## config.mk

```make
export PLATFORM = sky130hd
export DESIGN_NAME = bcd_digit_feeder
export DESIGN_NICKNAME = d
export VERILOG_FILES = /design/src/rtl/bcd_digit_feeder.sv
export SDC_FILE = /design/constraint.sdc
export NUM_CORES = 1
export LEC_CHECK = 0
export CAP_MARGIN = 20
export CORE_ASPECT_RATIO = 1.25
export CORE_MARGIN = 3
export CORE_UTILIZATION = 40
export CTS_CLUSTER_SIZE = 25
export DETAILED_ROUTE_END_ITERATION = 8
export GPL_TIMING_DRIVEN = 0
export PLACE_DENSITY = 0.69
export SYNTH_ARGS = -nofsm -noshare
export SYNTH_HDL_FRONTEND = slang
export SYNTH_SLANG_ARGS = --single-unit
```

## constraint.sdc

```tcl
create_clock -name clk_50 -period 2.8 [get_ports clk_50]
set_input_delay 0.42 -clock clk_50 [delete_from_list [all_inputs] [get_ports clk_50]]
set_output_delay 0.42 -clock clk_50 [all_outputs]
set_load 0.02 [all_outputs]
```

## src/rtl/bcd_digit_feeder.sv

```systemverilog
// ---------------------------------------------------------------------------
// bcd_digit_feeder
//
// Purpose:
//   Upstream feeder for the on-screen seven-segment digit drawers. It turns a
//   binary game counter into DIGITS packed BCD digits using the iterative
//   shift-add-3 (double dabble) algorithm, one bit per clock. The finished
//   value is parked in a shadow register. It is copied to the displayed
//   digits only on a frame_start strobe, so the drawers never see a digit
//   change in the middle of a scan.
//
// Ports:
//   clk_50      - pixel-domain clock, shared with the VGA timing counters
//   reset_n     - asynchronous, active-low reset
//   bin_in      - binary value to display, sampled when a conversion starts
//   load        - single-cycle request to convert bin_in
//   frame_start - single-cycle strobe at the start of vertical blank
//   busy        - conversion in progress (CONVERT or COMMIT)
//   digits_out  - displayed BCD digits; digit k occupies [4k+3:4k]
//   digit_en    - per-digit draw enable
//   updated     - one-cycle pulse when digits_out has just been refreshed
//
// Optional feature (macro LEADING_ZERO_BLANK_EN):
//   When defined, digit_en is recomputed from the value copied to digits_out.
//   Leading zero digits are blanked, and digit 0 always stays enabled. When
//   undefined, digit_en is constant all ones.
// ---------------------------------------------------------------------------
module bcd_digit_feeder #(
  parameter int BIN_WIDTH = 16,
  parameter int DIGITS    = 5
) (
  input  logic                  clk_50,
  input  logic                  reset_n,
  input  logic [BIN_WIDTH-1:0]  bin_in,
  input  logic                  load,
  input  logic                  frame_start,
  output logic                  busy,
  output logic [4*DIGITS-1:0]   digits_out,
  output logic [DIGITS-1:0]     digit_en,
  output logic                  updated
);

  localparam int BCD_W  = 4 * DIGITS;
  localparam int WORK_W = BCD_W + BIN_WIDTH;
  localparam int CNT_W  = $clog2(BIN_WIDTH + 1);

  localparam logic [CNT_W-1:0] LAST_ITER = CNT_W'(BIN_WIDTH - 1);
  localparam logic [BCD_W-1:0] ALL_NINES = {DIGITS{4'h9}};

  // Largest value that DIGITS decimal digits can hold (10^DIGITS - 1).
  function automatic logic [63:0] max_bcd_value(input int num_digits);
    logic [63:0] v;
    v = 64'd1;
    for (int i = 0; i < num_digits; i++) begin
      v = v * 64'd10;
    end
    return v - 64'd1;
  endfunction

  localparam logic [63:0] MAX_VAL = max_bcd_value(DIGITS);

  // One double-dabble iteration: correct every BCD nibble that is >= 5, then
  // shift the whole {bcd, bin} register left so the next binary bit enters
  // the BCD field.
  function automatic logic [WORK_W-1:0] dabble_step(input logic [WORK_W-1:0] r);
    logic [WORK_W-1:0] t;
    t = r;
    for (int k = 0; k < DIGITS; k++) begin
      if (t[BIN_WIDTH + 4*k +: 4] >= 4'd5) begin
        t[BIN_WIDTH + 4*k +: 4] = t[BIN_WIDTH + 4*k +: 4] + 4'd3;
      end
    end
    return t << 1;
  endfunction

  typedef enum logic [1:0] {
    IDLE,
    CONVERT,
    COMMIT
  } state_t;

  state_t                state;
  state_t                next_state;

  logic [WORK_W-1:0]     work;
  logic [CNT_W-1:0]      iter;
  logic                  sat;
  logic [BCD_W-1:0]      shadow;
  logic                  pending;
  logic                  buf_valid;
  logic [BIN_WIDTH-1:0]  buf_val;

  logic                  start;
  logic                  commit;
  logic [BIN_WIDTH-1:0]  start_value;
  logic                  start_sat;
  logic                  frame_update;

  // A buffered request always takes priority over a fresh load.
  assign start_value = buf_valid ? buf_val : bin_in;
  assign start_sat   = 64'(start_value) > MAX_VAL;

  // A frame only refreshes the display when there is something new waiting.
  assign frame_update = frame_start && pending;

  // ---------------------------------------------------------------------
  // FSM state register
  // ---------------------------------------------------------------------
  always_ff @(posedge clk_50 or negedge reset_n) begin
    if (!reset_n) begin
      state <= IDLE;
    end else begin
      state <= next_state;
    end
  end

  // ---------------------------------------------------------------------
  // FSM next-state logic. COMMIT chains straight into a new conversion
  // when a request was buffered while the previous one was running.
  // ---------------------------------------------------------------------
  always_comb begin
    next_state = state;
    unique case (state)
      IDLE: begin
        if (buf_valid || load) begin
          next_state = CONVERT;
        end
      end
      CONVERT: begin
        if (iter == LAST_ITER) begin
          next_state = COMMIT;
        end
      end
      COMMIT: begin
        next_state = buf_valid ? CONVERT : IDLE;
      end
      default: next_state = IDLE;
    endcase
  end

  // ---------------------------------------------------------------------
  // FSM outputs. start fires whenever a new conversion is launched, either
  // from IDLE or directly out of COMMIT.
  // ---------------------------------------------------------------------
  always_comb begin
    busy   = 1'b0;
    commit = 1'b0;
    start  = 1'b0;
    unique case (state)
      IDLE: begin
        start = buf_valid || load;
      end
      CONVERT: begin
        busy = 1'b1;
      end
      COMMIT: begin
        busy   = 1'b1;
        commit = 1'b1;
        start  = buf_valid;
      end
      default: begin
        busy = 1'b0;
      end
    endcase
  end

  // ---------------------------------------------------------------------
  // Conversion datapath: the {bcd, bin} work register and iteration count.
  // ---------------------------------------------------------------------
  always_ff @(posedge clk_50 or negedge reset_n) begin
    if (!reset_n) begin
      work <= '0;
      iter <= '0;
      sat  <= 1'b0;
    end else if (start) begin
      work <= {{BCD_W{1'b0}}, start_value};
      iter <= '0;
      sat  <= start_sat;
    end else if (state == CONVERT) begin
      work <= dabble_step(work);
      iter <= iter + CNT_W'(1);
    end
  end

  // ---------------------------------------------------------------------
  // One-deep request buffer. Any load that cannot start a conversion right
  // away lands here, and the most recent one wins. When the buffer is
  // drained in the same cycle as a new load, the load refills it.
  // ---------------------------------------------------------------------
  always_ff @(posedge clk_50 or negedge reset_n) begin
    if (!reset_n) begin
      buf_valid <= 1'b0;
      buf_val   <= '0;
    end else if (load && (state != IDLE || buf_valid)) begin
      buf_valid <= 1'b1;
      buf_val   <= bin_in;
    end else if (start && buf_valid) begin
      buf_valid <= 1'b0;
    end
  end

  // ---------------------------------------------------------------------
  // Shadow register and pending flag. A commit that coincides with a frame
  // keeps pending set, so the frame shows the older shadow value and the
  // new one waits for the following frame.
  // ---------------------------------------------------------------------
  always_ff @(posedge clk_50 or negedge reset_n) begin
    if (!reset_n) begin
      shadow  <= '0;
      pending <= 1'b0;
    end else if (commit) begin
      shadow  <= sat ? ALL_NINES : work[WORK_W-1 -: BCD_W];
      pending <= 1'b1;
    end else if (frame_update) begin
      pending <= 1'b0;
    end
  end

  // ---------------------------------------------------------------------
  // Displayed digits and the update pulse, refreshed only at a frame edge.
  // ---------------------------------------------------------------------
  always_ff @(posedge clk_50 or negedge reset_n) begin
    if (!reset_n) begin
      digits_out <= '0;
      updated    <= 1'b0;
    end else begin
      updated <= frame_update;
      if (frame_update) begin
        digits_out <= shadow;
      end
    end
  end

`ifdef LEADING_ZERO_BLANK_EN
  // Enable every digit from the most significant non-zero one downwards.
  // Digit 0 is forced on so a value of zero still draws a single "0".
  function automatic logic [DIGITS-1:0] lead_mask(input logic [BCD_W-1:0] d);
    logic [DIGITS-1:0] m;
    logic              seen;
    m    = '0;
    seen = 1'b0;
    for (int k = DIGITS - 1; k >= 0; k--) begin
      if (d[4*k +: 4] != 4'h0) begin
        seen = 1'b1;
      end
      m[k] = seen || (k == 0);
    end
    return m;
  endfunction

  // Draw enables follow the digits, so both change on the same frame edge.
  always_ff @(posedge clk_50 or negedge reset_n) begin
    if (!reset_n) begin
      digit_en <= '1;
    end else if (frame_update) begin
      digit_en <= lead_mask(shadow);
    end
  end
`else
  assign digit_en = '1;
`endif

endmodule

```

==> results.json, run 1 <==
{
  "cts_buffer_depth": 2,
  "start_kind": "register",
  "ir_drop_v": 0.0004422,
  "fin_util": 0.4997,
  "cp_max_fo": 4,
  "synthTopCellsByCount": "dfrtp_1, mux2_2, mux2i_1",
  "yosys.area.top_type_share": 0.5180,
  "dieArea_um2": 13690,
  "drt_wl_total_um": 9055,
  "synth_warnings": 0,
  "final_nets": 486,
  "start_util": 0.4163,
  "stdcell_count": 615,
  "initialDrtViolationCount": 124,
  "pre_cts_ws_ns": 0.9144,
  "worstMarginPinSlew_ns": 0.5344,
  "gr-max-usage-layer": "met2",
  "max_freq_ghz": 0.4559,
  "final_layout_size_suffix_gt1_frac": 0.2401,
  "clk_latency_ns": 0.34,
  "synthToLayoutAreaGrowth_pct": 20.04,
  "vias": 3158,
  "place_congestion": 0.8233,
  "hold_viol_final": 0,
  "cap_violations": 0,
  "track_usage": 0.1399,
  "clkTransAtPathRegs_ns": 0.07,
  "finalWorstSetupSlack_ns": 0.6066,
  "cts_resized": 0,
  "core_um2": 11840,
  "dieHeight_um": 130.1,
  "synth_area_um2": 4927,
  "synth_cell_types": 38,
  "synth_ff_type": "dfrtp_1",
  "hold_buffers": 0,
  "fin_crit_ns": 2.193,
  "use_met2": 0.2365,
  "overflow": 0,
  "grt_pass1_wl_um": 15350,
  "clock-sinks": 102,
  "synth_edf_count": 0,
  "endpoint_kind": "output port",
  "ys_top_cells_by_area": "dfrtp_1, mux2_2, mux2i_1",
  "gr-usage-met1": 0.1673,
  "clockRootBuffer": "clkbuf_16",
  "ys_ff_latch": 102,
  "rows": 44,
  "worstPathRequired_ns": 2.38,
  "globalRouteMet3Util": 0.03167,
  "drtPass1Iterations": 4,
  "path_class": "register to output port",
  "dp_hpwl_um": 6342,
  "ant_nets": 0,
  "power_density_nw_per_um2": 1015,
  "dp.cells": 599,
  "grt_pass1_vias": 3278,
  "route.detailed.drc": 0,
  "synth_area_per_cell_um2": 12.57,
  "cts_inserted_buffers": 9,
  "die_w_um": 105.3,
  "htreeDepth": 3,
  "crit_path_start": "state[0]$_DFFE_PN0P_",
  "postCtsSetupBuffers": 0,
  "holdCritPathClass": "input port to async pin",
  "arrival_ns": 1.77,
  "rsz0062_at_grt": "false",
  "setup_viol": 0,
  "synth_cells": 392,
  "grt_max_degree": 65,
  "viasPerCell": 5.135,
  "outcome": "finished clean",
  "pin_count": 47,
  "power.leakage_uw": 0.002794,
  "tritoncts": "built",
  "diodes": 0,
  "period_share": 0.7834,
  "final.setup_skew_ns": 0.008979,
  "io_buffer_count": 41,
  "antenna_found_initial": 0,
  "hold_ws_ns": 0.05424,
  "synthArstFlopShare": 1.000,
  "seq_area_frac_synth": 0.5180,
  "drt-wirelength-per-cell_um": 14.72,
  "synth_area_leader_cell": "dfrtp_1",
  "maxSlewViolCount": 0,
  "max_slew_margin": 0.6437,
  "yosysMostFrequentCell": "dfrtp_1",
  "r2r-start": "state[0]$_DFFE_PN0P_"
}
==> placed cells by master, fill, tap and decap left out, drive strengths merged, types with 3 or more instances in the layout <==
cell / n
a2111o: 4
a2111oi: 3
a21o: 6
a21oi: 9
a221oi: 4
a311oi: 4
a31oi: 8
and2: 4
buf: 25
clkbuf: 14
clkdlybuf4s50: 40
conb: 5
dfrtp: 102
ha: 17
inv: 18
mux2: 57
mux2i: 49
nand2: 14
nand2b: 5
nand3: 5
nand4: 5
nor2: 16
nor2b: 4
o21ai: 20
or3b: 4
==> per-layer routing <==
layer | share of wire | up-vias
li1 | - | 1507
met1 | 0.42 | 1561
met2 | 0.51 | 77
met3 | 0.044 | 13
met4 | 0.021 | 0
met5 | 0 | -
==> worst max-delay path, cell delays in order (launching register included) <==
cell	delay [ns]
dfrtp_1	0.41
inv_1	0.10
ha_1	0.30
clkdlybuf4s50_1	0.61
==> per-stage QoR <==
stage / instance area, um2 / setup TNS [ns] / total power (uW)
5_1_grt: 5914 / 0 / 6446
3_3_place_gp: 5554 / -252.16 / 4556
2_1_floorplan: 4942 / 0 / 4044
4_1_cts: 5914 / 0 / 6078
3_5_place_dp: 5579 / 0 / 4671
6_report: 5914 / 0 / 6006
==> flip-flops by register name (all words and copies together) (netlist names) <==
signal	cells
buf_val	16
shadow	20
state	2
pending	1
buf_valid	1
updated	1
digits_out	20
iter	5
work	36
==> cell type report <==
class | instances | area (um2)
plain buffers | 24 | 156.4
clock buffers | 13 | 270.3
clock inverters | 3 | 65.06
fillers | 1051 | 5922
inverters | 18 | 67.56
multi-input cells | 252 | 2166
flip-flops and latches | 102 | 2552
well taps | 161 | 201.4
repair buffers | 42 | 435.4
==> power by group <==
| group | total, uW | leakage, uW | switching, uW | internal, uW |
|---|---|---|---|---|
| Clock | 1380 | 0.000166 | 522 | 855 |
| Sequential | 2340 | 0.00132 | 383 | 1960 |
| Combinational | 2290 | 0.00131 | 1190 | 1100 |
==> final timing paths <==
path / end / slack, ns / cells past startpoint
max: busy / 0.61 / 3
min: buf_val[6]$_DFFE_PN0P_ / 0.05 / 1
max reg2reg: buf_val[3]$_DFFE_PN0P_ / 0.95 / 6
min reg2reg: pending$_DFFE_PN0P_ / 0.49 / 1
max in group asynchronous: shadow[15]$_DFFE_PN0N_ / 2.07 / 2
min in group clk_50: pending$_DFFE_PN0P_ / 0.49 / 1
==> cell families (layout without fill, tap and decap cells) <==
logic type               count (synthesis)  count (layout)  synth area share
multiplexers                           106             106            0.2298
flip-flops                             102             102            0.5180
AO/OA/AOI/OAI                           61              61           0.09269
AND/OR/NAND/NOR                         60              60           0.06475
buffers and inverters                   42             100           0.04545
adder cells (fa/ha/maj)                 17              17           0.04317
XOR/XNOR                                 3               3          0.005334
other                                    1               5         0.0007611
Power figures use the tool's default switching activity.
==> run 2, diff against run 1 <==
- PLACE_DENSITY: 0.69 -> 0.71
- clock period: 2.8 -> 1.8 ns (I/O delays scaled with it)
==> run 2 against run 1 <==
  * Cell area down 0.40%
  * Critical endpoint is now buf_val[4]$_DFFE_PN0P_
  * Highest routed layer unchanged
  * Non-clock buffer count up 2
  * Clock skew down 0.0015 ns
  * First-iteration DRC count down 10%
==> results.json, run 2 (synthesized netlist as in run 1, its figures left out) <==
{
  "power.leakage_uw": 0.002774,
  "max_slew_margin": 0.6517,
  "cpLargestDelayFamily": "buffers and inverters",
  "nFillCells": 1067,
  "cp_cell_sequence": "inv_1 -> ha_2 -> inv_1 -> o21ai_4 -> buf_4 -> mux2_2",
  "worstPathRequired_ns": 2.02,
  "max_freq_ghz": 0.5915,
  "route.detailed.drc": 0,
  "cap_violations": 0,
  "ir_drop_v": 0.0006794,
  "slowest_delay_ns": 0.42,
  "ant_nets": 0,
  "tritoncts": "built",
  "overflow": 0,
  "cts_buffer_depth": 2,
  "drt_wl_total_um": 9123,
  "crit_slowest_cell": "dfrtp_1",
  "hold_ws_ns": 0.4484,
  "fin_crit_ns": 1.690,
  "diodes": 0,
  "holdCritPathClass": "input port to async pin",
  "pin_count": 47,
  "grt_max_degree": 65,
  "clock-sinks": 102,
  "cts_inserted_buffers": 9,
  "timing.critical_path.buf_inv": 3,
  "dieHeight_um": 130.1,
  "power_density_nw_per_um2": 1544,
  "final_nets": 488,
  "final.setup_skew_ns": 0.007528,
  "place_congestion": 0.8100,
  "grt_pass1_wl_um": 15500,
  "viasPerCell": 5.187,
  "drtPass1Iterations": 4,
  "start_util": 0.4163,
  "io_buffer_count": 41,
  "clk_latency_ns": 0.34,
  "fin_util": 0.4977,
  "final_layout_size_suffix_gt1_frac": 0.2583,
  "core_um2": 11840,
  "die_w_um": 105.3,
  "antenna_found_initial": 0,
  "dieArea_um2": 13690,
  "top_regs": "work x36, digits_out x20, shadow x20",
  "cpMostUsedCell": "inv_1",
  "drt-wirelength-per-cell_um": 14.86,
  "vias": 3185,
  "cp_max_fo": 10,
  "start_kind": "register",
  "rsz0062_at_grt": "false",
  "setup_viol": 0,
  "dp_hpwl_um": 6442,
  "top_register": "work",
  "outcome": "finished clean",
  "worstMarginPinSlew_ns": 0.5224,
  "track_usage": 0.1413,
  "clkTransAtPathRegs_ns": 0.06,
  "hold_viol_final": 0,
  "path_class": "register to register",
  "htreeDepth": 3,
  "endpoint_kind": "register",
  "maxSlewViolCount": 0,
  "final_cell_mix": "dfrtp_1, mux2_2, mux2i_1",
  "seq_area_um2": 2554,
  "initialDrtViolationCount": 111,
  "multi_input_area_um2": 2188,
  "period_share": 0.9392,
  "clockRootBuffer": "clkbuf_16",
  "arrival_ns": 1.92,
  "grt_pass1_vias": 3316,
  "final_common_cell": "dfrtp_1",
  "rows": 44,
  "synthToLayoutAreaGrowth_pct": 19.55,
  "largest_register_ffs": 36
}
## run 2: worst reg2reg max path, stage by stage, from the launching register on
cell and delay [ns]:
dfrtp_1 0.42, inv_1 0.14, ha_2 0.23, inv_1 0.08, o21ai_4 0.17, buf_4 0.20
mux2_2 0.35
## run 2: metrics by stage
step | worst slack (ns) | instance area, um2 | TNS [ns] | std cells | power [uW]
finish | 0.1095 | 5891 | 0 | 614 | 9094
global route | 0.009150 | 5891 | 0 | 614 | 9761
CTS | 0.02142 | 5862 | 0 | 614 | 9094
detailed placement | -0.07594 | 5579 | -0.6189 | 599 | 7276
floorplan | 0.1872 | 4942 | 0 | 396 | 6291
global placement | -3.269 | 5554 | -332.84 | 598 | 7063
## run 2: cell type report
| cell class | count | area share |
|---|---|---|
| multi-input cells | 252 | 0.3715 |
| well taps | 161 | 0.03420 |
| clock buffers | 11 | 0.04291 |
| clock inverters | 2 | 0.001699 |
| plain buffers | 24 | 0.02867 |
| inverters | 18 | 0.01147 |
| flip-flops and latches | 102 | 0.4335 |
| repair buffers | 44 | 0.07604 |
## run 2: path summary, 6_finish.rpt
check                      slack (ns)  depth (start not counted)                  from                     end
max in group asynchronous        0.67                          3               reset_n    work[24]$_DFFE_PN0P_
hold / removal                   0.45                          2               reset_n  buf_val[2]$_DFFE_PN0P_
hold reg to reg                  0.49                          1   pending$_DFFE_PN0P_     pending$_DFFE_PN0P_
min in group clk_50              0.49                          1   pending$_DFFE_PN0P_     pending$_DFFE_PN0P_
setup / recovery                 0.11                          6  state[0]$_DFFE_PN0P_  buf_val[4]$_DFFE_PN0P_
setup reg to reg                 0.11                          6  state[0]$_DFFE_PN0P_  buf_val[4]$_DFFE_PN0P_
## run 2: routing by layer
layer  share of wire  routed length (um)  global-route usage
met4           0.025                 229             0.06950
met5               0                   0                   0
met3           0.042                 384             0.03216
met2            0.51                4618              0.2489
met1            0.43                3890              0.1626
## run 2: what timing repair did
item | CTS | global route
setup endpoints to repair | 21 | 34
hold endpoints to repair | 38 | 0
resized for setup | 4 | 15
hold buffers | 1 | 0
buffers inserted | 1 | 0
pin swaps | 1 | 0
## run 2: power breakdown
group | switching (uW) | internal [uW] | total [uW]
combinational | 1900 | 1770 | 3670
sequential | 611 | 3050 | 3660
clock | 781 | 984 | 1770
==> run 3, diff against run 2 <==
- CORE_UTILIZATION: 40 -> 52
- PLACE_DENSITY: 0.71 -> 0.86
- TNS_END_PERCENT: not set -> 5
- clock period: 1.8 -> 1.45 ns (I/O delays scaled with it)
==> run 3 against run 2 <==
  * The run now ends with negative setup slack left
  * Clock skew decreased by 0.0028 ns
  * First-iteration DRC count increased by 140%
  * Worst hold slack got worse by 0.019 ns
  * Critical endpoint is now work[34]$_DFFE_PN0P_
  * Non-clock buffer count increased by 21
  * Die area decreased by 22%
  * Final cell count decreased by 2.3%
  * Routed wire length increased by 23%
  * Via count increased by 9.9%
==> results.json, run 3 (synthesized netlist as in run 1, its figures left out) <==
{
  "route.detailed.drc": 0,
  "cap_violations": 0,
  "violations": "negative setup slack",
  "fin_util": 0.7019,
  "cts_inserted_buffers": 9,
  "final.setup.tns_ns": -6.821,
  "place_congestion": 0.8069,
  "final_common_cell": "dfrtp_1",
  "r2r-start": "state[1]$_DFFE_PN0P_",
  "crit_slowest_cell": "dfrtp_2",
  "start_kind": "register",
  "hold_ws_ns": 0.4289,
  "pre_cts_ws_ns": -0.3619,
  "top_regs": "work x36, digits_out x20, shadow x20",
  "maxSlewViolCount": 0,
  "track_usage": 0.2004,
  "grt_pass1_vias": 3609,
  "dieHeight_um": 114.8,
  "grt_max_degree": 56,
  "worst_r2r_endpoint": "work[34]$_DFFE_PN0P_",
  "largest_register_ffs": 36,
  "ant_nets": 0,
  "timing.critical_path.buf_inv": 2,
  "ir_drop_v": 0.001172,
  "synthToLayoutAreaGrowth_pct": 30.68,
  "drt-wirelength-per-cell_um": 18.69,
  "die_w_um": 93.07,
  "outcome": "finished with violations",
  "stdcell_count": 600,
  "period_share": 1.136,
  "finalWorstSetupSlack_ns": -0.1979,
  "cp_cell_sequence": "clkinv_4 -> ha_4 -> a21oi_4 -> nor2_4 -> clkbuf_16 -> nor4_2",
  "final_cell_mix": "dfrtp_1, mux2i_1, mux2_2",
  "final_nets": 509,
  "rows": 39,
  "holdCritPathClass": "input port to async pin",
  "cpLargestDelayFamily": "flip-flops",
  "clk_latency_ns": 0.35,
  "fin_crit_ns": 1.648,
  "vias": 3500,
  "final.setup_skew_ns": 0.004682,
  "setup_viol": 63,
  "worstMarginPinSlew_ns": 0.6463,
  "top_register": "work",
  "final_layout_size_suffix_gt1_frac": 0.3480,
  "drt_wl_total_um": 11210,
  "htreeDepth": 3,
  "path_class": "register to register",
  "max_freq_ghz": 0.6068,
  "antenna_found_initial": 0,
  "clockRootBuffer": "clkbuf_16",
  "r2r_setup_slack_ns": -0.20,
  "diodes": 0,
  "cts_buffer_depth": 2,
  "start_util": 0.5371,
  "io_buffer_count": 41,
  "dp.cells": 561,
  "pin_count": 47,
  "max_slew_margin": 0.5691,
  "worstPathRequired_ns": 1.69,
  "initialDrtViolationCount": 266,
  "clkTransAtPathRegs_ns": 0.07,
  "endpoint_kind": "register",
  "rsz0062_at_grt": "true",
  "slowest_delay_ns": 0.44,
  "cp_max_fo": 6,
  "reg2regPathDepth": 6,
  "dieArea_um2": 10690,
  "power.leakage_uw": 0.003145,
  "tritoncts": "built",
  "power_density_nw_per_um2": 2116,
  "hold_viol_final": 0,
  "viasPerCell": 5.833,
  "overflow": 0,
  "dp_hpwl_um": 6283,
  "core_um2": 9174,
  "arrival_ns": 1.89,
  "grt_pass1_wl_um": 16790,
  "drtPass1Iterations": 4,
  "clock-sinks": 102
}
run 3: per-stage QoR:
stage | cell area [um2] | total power (uW)
after detailed placement | 5548 | 9073
after global placement | 5523 | 8749
final | 6439 | 13620
after floorplan | 4959 | 7854
after global routing | 6439 | 14330
after CTS | 6197 | 12640
run 3: power by group:
group	internal, uW	switching [uW]
Clock	1550	1020
Sequential	3790	750
Combinational	3340	3170
Total	8680	4940
run 3: final cells by class:
class / count / area, um2
Clock inverter: 4 / 70.07
Inverter: 18 / 80.08
Sequential cell: 102 / 2555
Fill cell: 630 / 2735
Buffer: 24 / 267.8
Timing Repair Buffer: 65 / 644.4
Clock buffer: 12 / 246.5
Multi-Input combinational cell: 252 / 2421
Tap cell: 123 / 153.9
run 3: worst max path at each step:
stage / startpoint / depth (start not counted) / endpoint
floorplan: state[1]$_DFFE_PN0P_ / 6 / buf_val[0]$_DFFE_PN0P_
global placement: reset_n / 1 / buf_val[1]$_DFFE_PN0P_
detailed placement: state[1]$_DFFE_PN0P_ / 7 / work[19]$_DFFE_PN0P_
CTS: state[0]$_DFFE_PN0P_ / 6 / buf_val[10]$_DFFE_PN0P_
global route: state[0]$_DFFE_PN0P_ / 6 / work[10]$_DFFE_PN0P_
finish: state[1]$_DFFE_PN0P_ / 6 / work[34]$_DFFE_PN0P_
run 3: worst reg2reg max path, stage by stage, from the launching register on:
cell and delay [ns]:
dfrtp_2 0.44, clkinv_4 0.11, ha_4 0.19, a21oi_4 0.21, nor2_4 0.11, clkbuf_16 0.17, nor4_2 0.31
run 3: timing repair:
action / 4_1_cts / 5_1_grt
setup buffers: 12 / 7
gates resized for setup: 91 / 32
hold buffers: 1 / 0
cloned: 1 / 2
pin swaps: 2 / 10
endpoints found under the setup margin: 100 / 79
endpoints found under the hold margin: 47 / 0
run 3: layer usage:
metal	part of all wire	routed length [um]	track usage	vias to the layer above
met4	0.035	398	0.1026	0
met1	0.38	4315	0.2284	1770
met3	0.055	617	0.04254	37
met5	0	0	0	-
met2	0.52	5881	0.3542	129
li1	-	-	-	1564
